`src/rtl/apb_master_ctrl.sv`:
```
// APB4 requester: valid/ready command stream in, SETUP/ACCESS transfers out, one response per command.
// Optional wait-state watchdog enabled by defining APB_MASTER_TIMEOUT_EN.
module apb_master_ctrl #(
    parameter int ADDR_W  = 8,
    parameter int DATA_W  = 32,
    parameter int TIMEOUT = 16,
    localparam int STRB_W = DATA_W / 8
) (
    input  logic              PCLK,
    input  logic              PRESETn,
    input  logic              cmd_valid,
    output logic              cmd_ready,
    input  logic              cmd_write,
    input  logic [ADDR_W-1:0] cmd_addr,
    input  logic [DATA_W-1:0] cmd_wdata,
    input  logic [STRB_W-1:0] cmd_strb,
    input  logic [2:0]        cmd_prot,
    output logic              rsp_valid,
    input  logic              rsp_ready,
    output logic [DATA_W-1:0] rsp_rdata,
    output logic              rsp_slverr,
    output logic              rsp_timeout,
    output logic              PSEL,
    output logic              PENABLE,
    output logic              PWRITE,
    output logic [ADDR_W-1:0] PADDR,
    output logic [DATA_W-1:0] PWDATA,
    output logic [STRB_W-1:0] PSTRB,
    output logic [2:0]        PPROT,
    input  logic [DATA_W-1:0] PRDATA,
    input  logic              PREADY,
    input  logic              PSLVERR
);

    typedef enum logic [1:0] {
        IDLE   = 2'd0,
        SETUP  = 2'd1,
        ACCESS = 2'd2
    } state_t;

    state_t state, state_nxt;
    logic   live;
    logic   accept;
    logic   done;
    logic   abort;

`ifdef APB_MASTER_TIMEOUT_EN
    logic [7:0] wait_cnt;

    always_ff @(posedge PCLK or negedge PRESETn) begin
        if (!PRESETn) begin
            wait_cnt <= '0;
        end else if (state == SETUP) begin
            wait_cnt <= '0;
        end else if (state == ACCESS && !PREADY) begin
            wait_cnt <= wait_cnt + 8'd1;
        end
    end

    // The edge that would bring the count to TIMEOUT aborts; PREADY on that edge wins.
    assign abort = (state == ACCESS) && !PREADY && (wait_cnt == 8'(TIMEOUT - 1));
`else
    logic unused_timeout;
    assign unused_timeout = ^8'(TIMEOUT);
    assign abort          = 1'b0;
`endif

    // live keeps cmd_ready low while PRESETn is asserted without a combinational reset path.
    assign cmd_ready = live && (state == IDLE) && !rsp_valid;
    assign accept    = cmd_valid && cmd_ready;
    assign done      = (state == ACCESS) && PREADY;

    always_ff @(posedge PCLK or negedge PRESETn) begin
        if (!PRESETn) begin
            state <= IDLE;
            live  <= 1'b0;
        end else begin
            state <= state_nxt;
            live  <= 1'b1;
        end
    end

    always_comb begin
        state_nxt = state;
        PSEL      = 1'b0;
        PENABLE   = 1'b0;
        case (state)
            IDLE: begin
                if (accept) state_nxt = SETUP;
            end
            SETUP: begin
                PSEL      = 1'b1;
                state_nxt = ACCESS;
            end
            ACCESS: begin
                PSEL    = 1'b1;
                PENABLE = 1'b1;
                if (done || abort) state_nxt = IDLE;
            end
            default: state_nxt = IDLE;
        endcase
    end

    always_ff @(posedge PCLK or negedge PRESETn) begin
        if (!PRESETn) begin
            PWRITE <= 1'b0;
            PADDR  <= '0;
            PWDATA <= '0;
            PSTRB  <= '0;
            PPROT  <= '0;
        end else if (accept) begin
            PWRITE <= cmd_write;
            PADDR  <= cmd_addr;
            PWDATA <= cmd_wdata;
            PSTRB  <= cmd_write ? cmd_strb : '0;
            PPROT  <= cmd_prot;
        end
    end

    always_ff @(posedge PCLK or negedge PRESETn) begin
        if (!PRESETn) begin
            rsp_valid   <= 1'b0;
            rsp_rdata   <= '0;
            rsp_slverr  <= 1'b0;
            rsp_timeout <= 1'b0;
        end else if (done) begin
            rsp_valid   <= 1'b1;
            rsp_rdata   <= PWRITE ? '0 : PRDATA;
            rsp_slverr  <= PSLVERR;
            rsp_timeout <= 1'b0;
        end else if (abort) begin
            rsp_valid   <= 1'b1;
            rsp_rdata   <= '0;
            rsp_slverr  <= 1'b1;
            rsp_timeout <= 1'b1;
        end else if (rsp_valid && rsp_ready) begin
            rsp_valid <= 1'b0;
        end
    end

endmodule

```
`config.mk`:
```
export PLATFORM = sky130hd
export DESIGN_NAME = apb_master_ctrl
export DESIGN_NICKNAME = d
export VERILOG_FILES = /design/src/rtl/apb_master_ctrl.sv
export SDC_FILE = /design/constraint.sdc
export NUM_CORES = 1
export LEC_CHECK = 0
export BUFFER_PORTS_ARGS = -buffer_cell sky130_fd_sc_hd__buf_4
export CAP_MARGIN = 15
export CORE_MARGIN = 2
export CORE_UTILIZATION = 31
export CTS_CLUSTER_DIAMETER = 150
export DETAILED_ROUTE_END_ITERATION = 7
export SYNTH_ARGS = -nofsm -noshare
export SYNTH_HDL_FRONTEND = slang
export SYNTH_SLANG_ARGS = --single-unit
```
`constraint.sdc`:
```
create_clock -name PCLK -period 3.1 [get_ports PCLK]
set_clock_uncertainty 0.2 [all_clocks]
set_input_delay 0.31 -clock PCLK [delete_from_list [all_inputs] [get_ports PCLK]]
set_output_delay 0.31 -clock PCLK [all_outputs]
set_load 0.005 [all_outputs]
```
* Yosys cells after proc, flatten, opt, wreduce, memory -nomap -nowiden
Index checks and enable logic that the tools add are counted.
** Word-level totals
- Bits in registers :: 85
- Word-level logic and storage cells :: 33
** Operators by class
- Eq/ne operators :: 4
- Multiplexer cells :: 9
- Reductions and logical operators :: 10
** Operators with widths (number)
- $mux W32 :: 1
- $pmux W2 S3 :: 1
- $logic_and A1 B1 Y1 :: 5
- $mux W1 :: 4
- $mux W2 :: 2
- $mux W4 :: 1
- $ne A2 B2 Y1 const B :: 2
- $eq A2 B1 Y1 const B :: 1
- $eq A2 B2 Y1 const B :: 1
- $logic_not A2 Y1 :: 1
- $reduce_and A2 Y1 :: 1
- $reduce_bool A2 Y1 :: 1
- $reduce_or A2 Y1 :: 1
- $logic_not A1 Y1 :: 1

* Depth between registers and ports, before layout
- Depth in word-level cells :: 6
- Depth in mapped cells :: 7

* Least setup slack after synthesis
No wires, ideal clock.
- Kind :: register to register
- Start :: register state[0]
- End :: register PADDR[0]
- Library setup time :: 127 ps
- Arrival :: 1308 ps
- Slack :: 1465 ps
- Stages on the path, launching flop included :: 6
- Clock period less this slack :: 1635 ps
- Cell sequence :: dfrtp_1 inv_1 ha_1 nand4b_4 buf_6 mux2_1
** On the way
- Longest elaborated chain between the ends :: 4
** RTL lines
- start: declaration :: line 41 : state_t state, state_nxt;
- start signal: assignment :: line 78 : state <= state_nxt;
- $logic_not A2 Y1 :: line 69 : assign cmd_ready = live && (state == IDLE) && !rsp_valid;
- $logic_and A1 B1 Y1 (2 in a row) :: line 69
- $logic_and A1 B1 Y1 :: line 70 : assign accept = cmd_valid && cmd_ready;
- end signal: assignment :: line 113 : PADDR <= cmd_addr;
- end: declaration :: line 26 : output logic [ADDR_W-1:0] PADDR,
No other way between the ends.
A chain may end at the register's enable or synchronous reset.

* Worst setup path after layout
Same ends and word-level chain as after synthesis.

==> metrics <==
setup repair after global routing missed its margin=false; clock sink total=85; maximum buffer depth of the clock tree=2; clock transition at the register clock pins on the worst setup and hold paths after CTS=80 ps; HPWL Detailed=5.76 mm; nature of the critical path startpoint=register; kind of cell adding the most delay to the critical path=buffers and inverters; Routed met3 length=approximately 530 µm; most common cell after layout, fill and taps aside=sky130_fd_sc_hd__buf_4; area of the multi-input gates=1170 µm²; post-detailed-route wirelength per cell=approximately 13 µm; r2r endpoint=PADDR[0]; MaxCap Viol Count=0; required time of the critical path=3130 ps; number of hold-slack violations in the final timing report=0; CTS Root Buffer Type=sky130_fd_sc_hd__clkbuf_8; Core Util, Final=51.5%; GRT Overall Usage=14.9%; share of synthesized area occupied by flip-flops and latches=62.7%; die width=109 µm; CP bufs+invs=2; drt drc=0; run status=finished clean; length of the first detailed-routing pass in iterations=4; area share of the largest cell type after synthesis=62.7%; ratio of cells with drive above 1 in the final layout=between 40 and 50%; Yosys reg bits=85; longest individual stage delay on the worst path=roughly 400 ps; register area=2130 µm²; M1 WL=3.51 mm; final routed wirelength across all metal layers=8.63 mm; commonest cells after routing, fill and taps aside=sky130_fd_sc_hd__buf_4, sky130_fd_sc_hd__dfrtp_1, sky130_fd_sc_hd__dlygate4sd3_1; drt first-iter violations=86; Starting Density=31.6%; final weighted congestion of routability-driven global placement=0.709; cell count after synthesis=272; list of cells traversed by the critical path=inv_1 -> ha_1 -> nand4b_4 -> buf_4 -> mux2_1; Clk Latency, worst-skew pair=340 ps; die footprint=11800 µm²; GRT Residual Overflow=0; Net count, final=585; total CTS buffers=9; Post-Syn Area=approximately 3400 µm²; most area-consuming cells after synthesis=sky130_fd_sc_hd__dfrtp_1, sky130_fd_sc_hd__mux2_2, sky130_fd_sc_hd__nand2b_1; count of vias placed by the detailed router=2731; share of the clock period used by the worst path after layout=69.6%; top-level I/O count=approximately 170; worst min-delay path startpoint=PRDATA[10]; # fillers=~1000; worst hold endpoint=rsp_rdata[10]; crit path max-delay cell type=sky130_fd_sc_hd__nand4b_4; worst hold path class=input port to register; reported leakage power=2.70 nW; setup slack on the worst flop-to-flop path=940 ps; area of the core=10700 µm²; number of placed cells counting well taps=570; Final Total Pwr=0.00449 W; postcts setup bufs=0; category of the worst setup path capture point=register; mean cell area of the mapped netlist=between 10 and 15 µm²; final count of pins violating max slew=0; die outline height=109 µm; antenna diode count=0; number of warnings reported in the yosys synthesis log=0; highest metal layer with signal wires=met4; total setup violations reported at the end of the flow=0; highest clock frequency the design can meet=0.463 GHz; source of the worst register-to-register timing path=state[0]; P&R area growth vs syn=63.1%; antenna violations before repair=0; CP Data Arrival Time=approximately 2200 ps; average vias per placed instance=around 4.3; largest fanout of any net on the critical path=23; Cell variety after synth=19; Synthesized Nets=roughly 360; port buffer count=170; Std-Cell Rows=38; Cell Pwr Density=just over 800 nW/µm²; DR WL met2=around 4.4 mm; number of global-route vias before repair=around 2.8k; clock tree from TritonCTS=done; post-route insts no fill=640; worst relative slew slack=39.9%; worst hold path depth=3; maximum number of pins on one net before global-route repair=86; IR Drop Worst-Case VDD=0.341 mV; crit path kind=register to register; deepest level of the CTS H-tree=3; transition time of the tightest slew-check pin=902 ps; worst-case hold slack=25.6 ps; path depth of the worst reg2reg path=5; biggest area consumer among synthesized cells=sky130_fd_sc_hd__dfrtp_1; final period demand of the worst path=2160 ps; antenna viol nets, final=0; first-pass GRT wire length=13.4 mm; setup TNS after final layout=0 ps
## timing repair
item | in CTS | in global routing
resized for setup | 0 | 0
hold endpoints to repair | 59 | 0
hold buffers | 54 | 0
## tightest hold or removal path: cells and delay by family
family / cells / cell delay [ps]
and+or+nand+nor: 1 / 50
buffers and inverters: 1 / 110
AOI/OAI and AO/OA: 1 / 70
## report_power, final
group,switching (W),internal [W]
clock network,0.000361,0.000353
logic,0.000665,0.00119
registers,0.000314,0.00161
## cells in the mapped netlist
master,count
sky130_fd_sc_hd__dfrtp_1,85
sky130_fd_sc_hd__mux2_2,43
sky130_fd_sc_hd__nand2_1,41
sky130_fd_sc_hd__o21ai_0,38
sky130_fd_sc_hd__nand2b_1,32
sky130_fd_sc_hd__clkbuf_1,9
sky130_fd_sc_hd__buf_4,3
sky130_fd_sc_hd__ha_1,3
sky130_fd_sc_hd__inv_1,3
sky130_fd_sc_hd__mux2_1,3
sky130_fd_sc_hd__buf_2,2
sky130_fd_sc_hd__buf_6,2
sky130_fd_sc_hd__conb_1,2
sky130_fd_sc_hd__a21oi_1,1
sky130_fd_sc_hd__and3_1,1
sky130_fd_sc_hd__nand3b_1,1
sky130_fd_sc_hd__nand4b_4,1
sky130_fd_sc_hd__nor2b_1,1
sky130_fd_sc_hd__o21a_1,1
## per-layer routing
metal	GRT usage, %	vias up
met2	25.0	96
li1	-	1344
met1	17.7	1278
met3	3.25	13
met5	0	-
met4	8.24	0
## metrics by stage
| stage | instance area, µm² | setup WS [ps] |
|---|---|---|
| finish | 5530 | 942 |
| global route | 5530 | 783 |
| CTS | 5500 | 933 |
| detailed placement | 4790 | 935 |
| global placement | 4790 | 1020 |
| floorplan | 3390 | 1460 |
## cells by family after synthesis
kind of cell | Yosys count | synth area share [%]
flip-flops | 85 | 62.7
AND/OR/NAND/NOR | 77 | 11.7
multiplexers | 46 | 15.3
AO/OA/AOI/OAI | 40 | 5.98
buffers and inverters | 19 | 2.95
adder cells (fa/ha/maj) | 3 | 1.11
other | 2 | 0.221
## sequential cells by signal, indices dropped and copies added, names as in the netlist
register and flops:
rsp_rdata 32, rsp_valid 1, PPROT 3, rsp_slverr 1
PWRITE 1, PSTRB 4, live 1, state 2
PWDATA 32, PADDR 8
## layout make-up
class	instances	area share [%]
multi-input combinational	168	21.1
clock buffer	14	3.12
clock inverter	1	0.0905
tap	140	3.17
inverter	3	0.204
timing repair buffer	229	33.9
sequential	85	38.5
## worst max-delay path by stage
stage / cells past startpoint / slack, ps / from / end
floorplan: 5 / 1460 / state[0] / PADDR[0]
global placement: 5 / 1020 / state[0] / PADDR[0]
detailed placement: 5 / 930 / state[0] / PADDR[0]
CTS: 5 / 930 / state[0] / PADDR[0]
global route: 5 / 780 / state[0] / PWDATA[29]
finish: 5 / 940 / state[0] / PADDR[0]
Power figures use the tool's default switching activity.
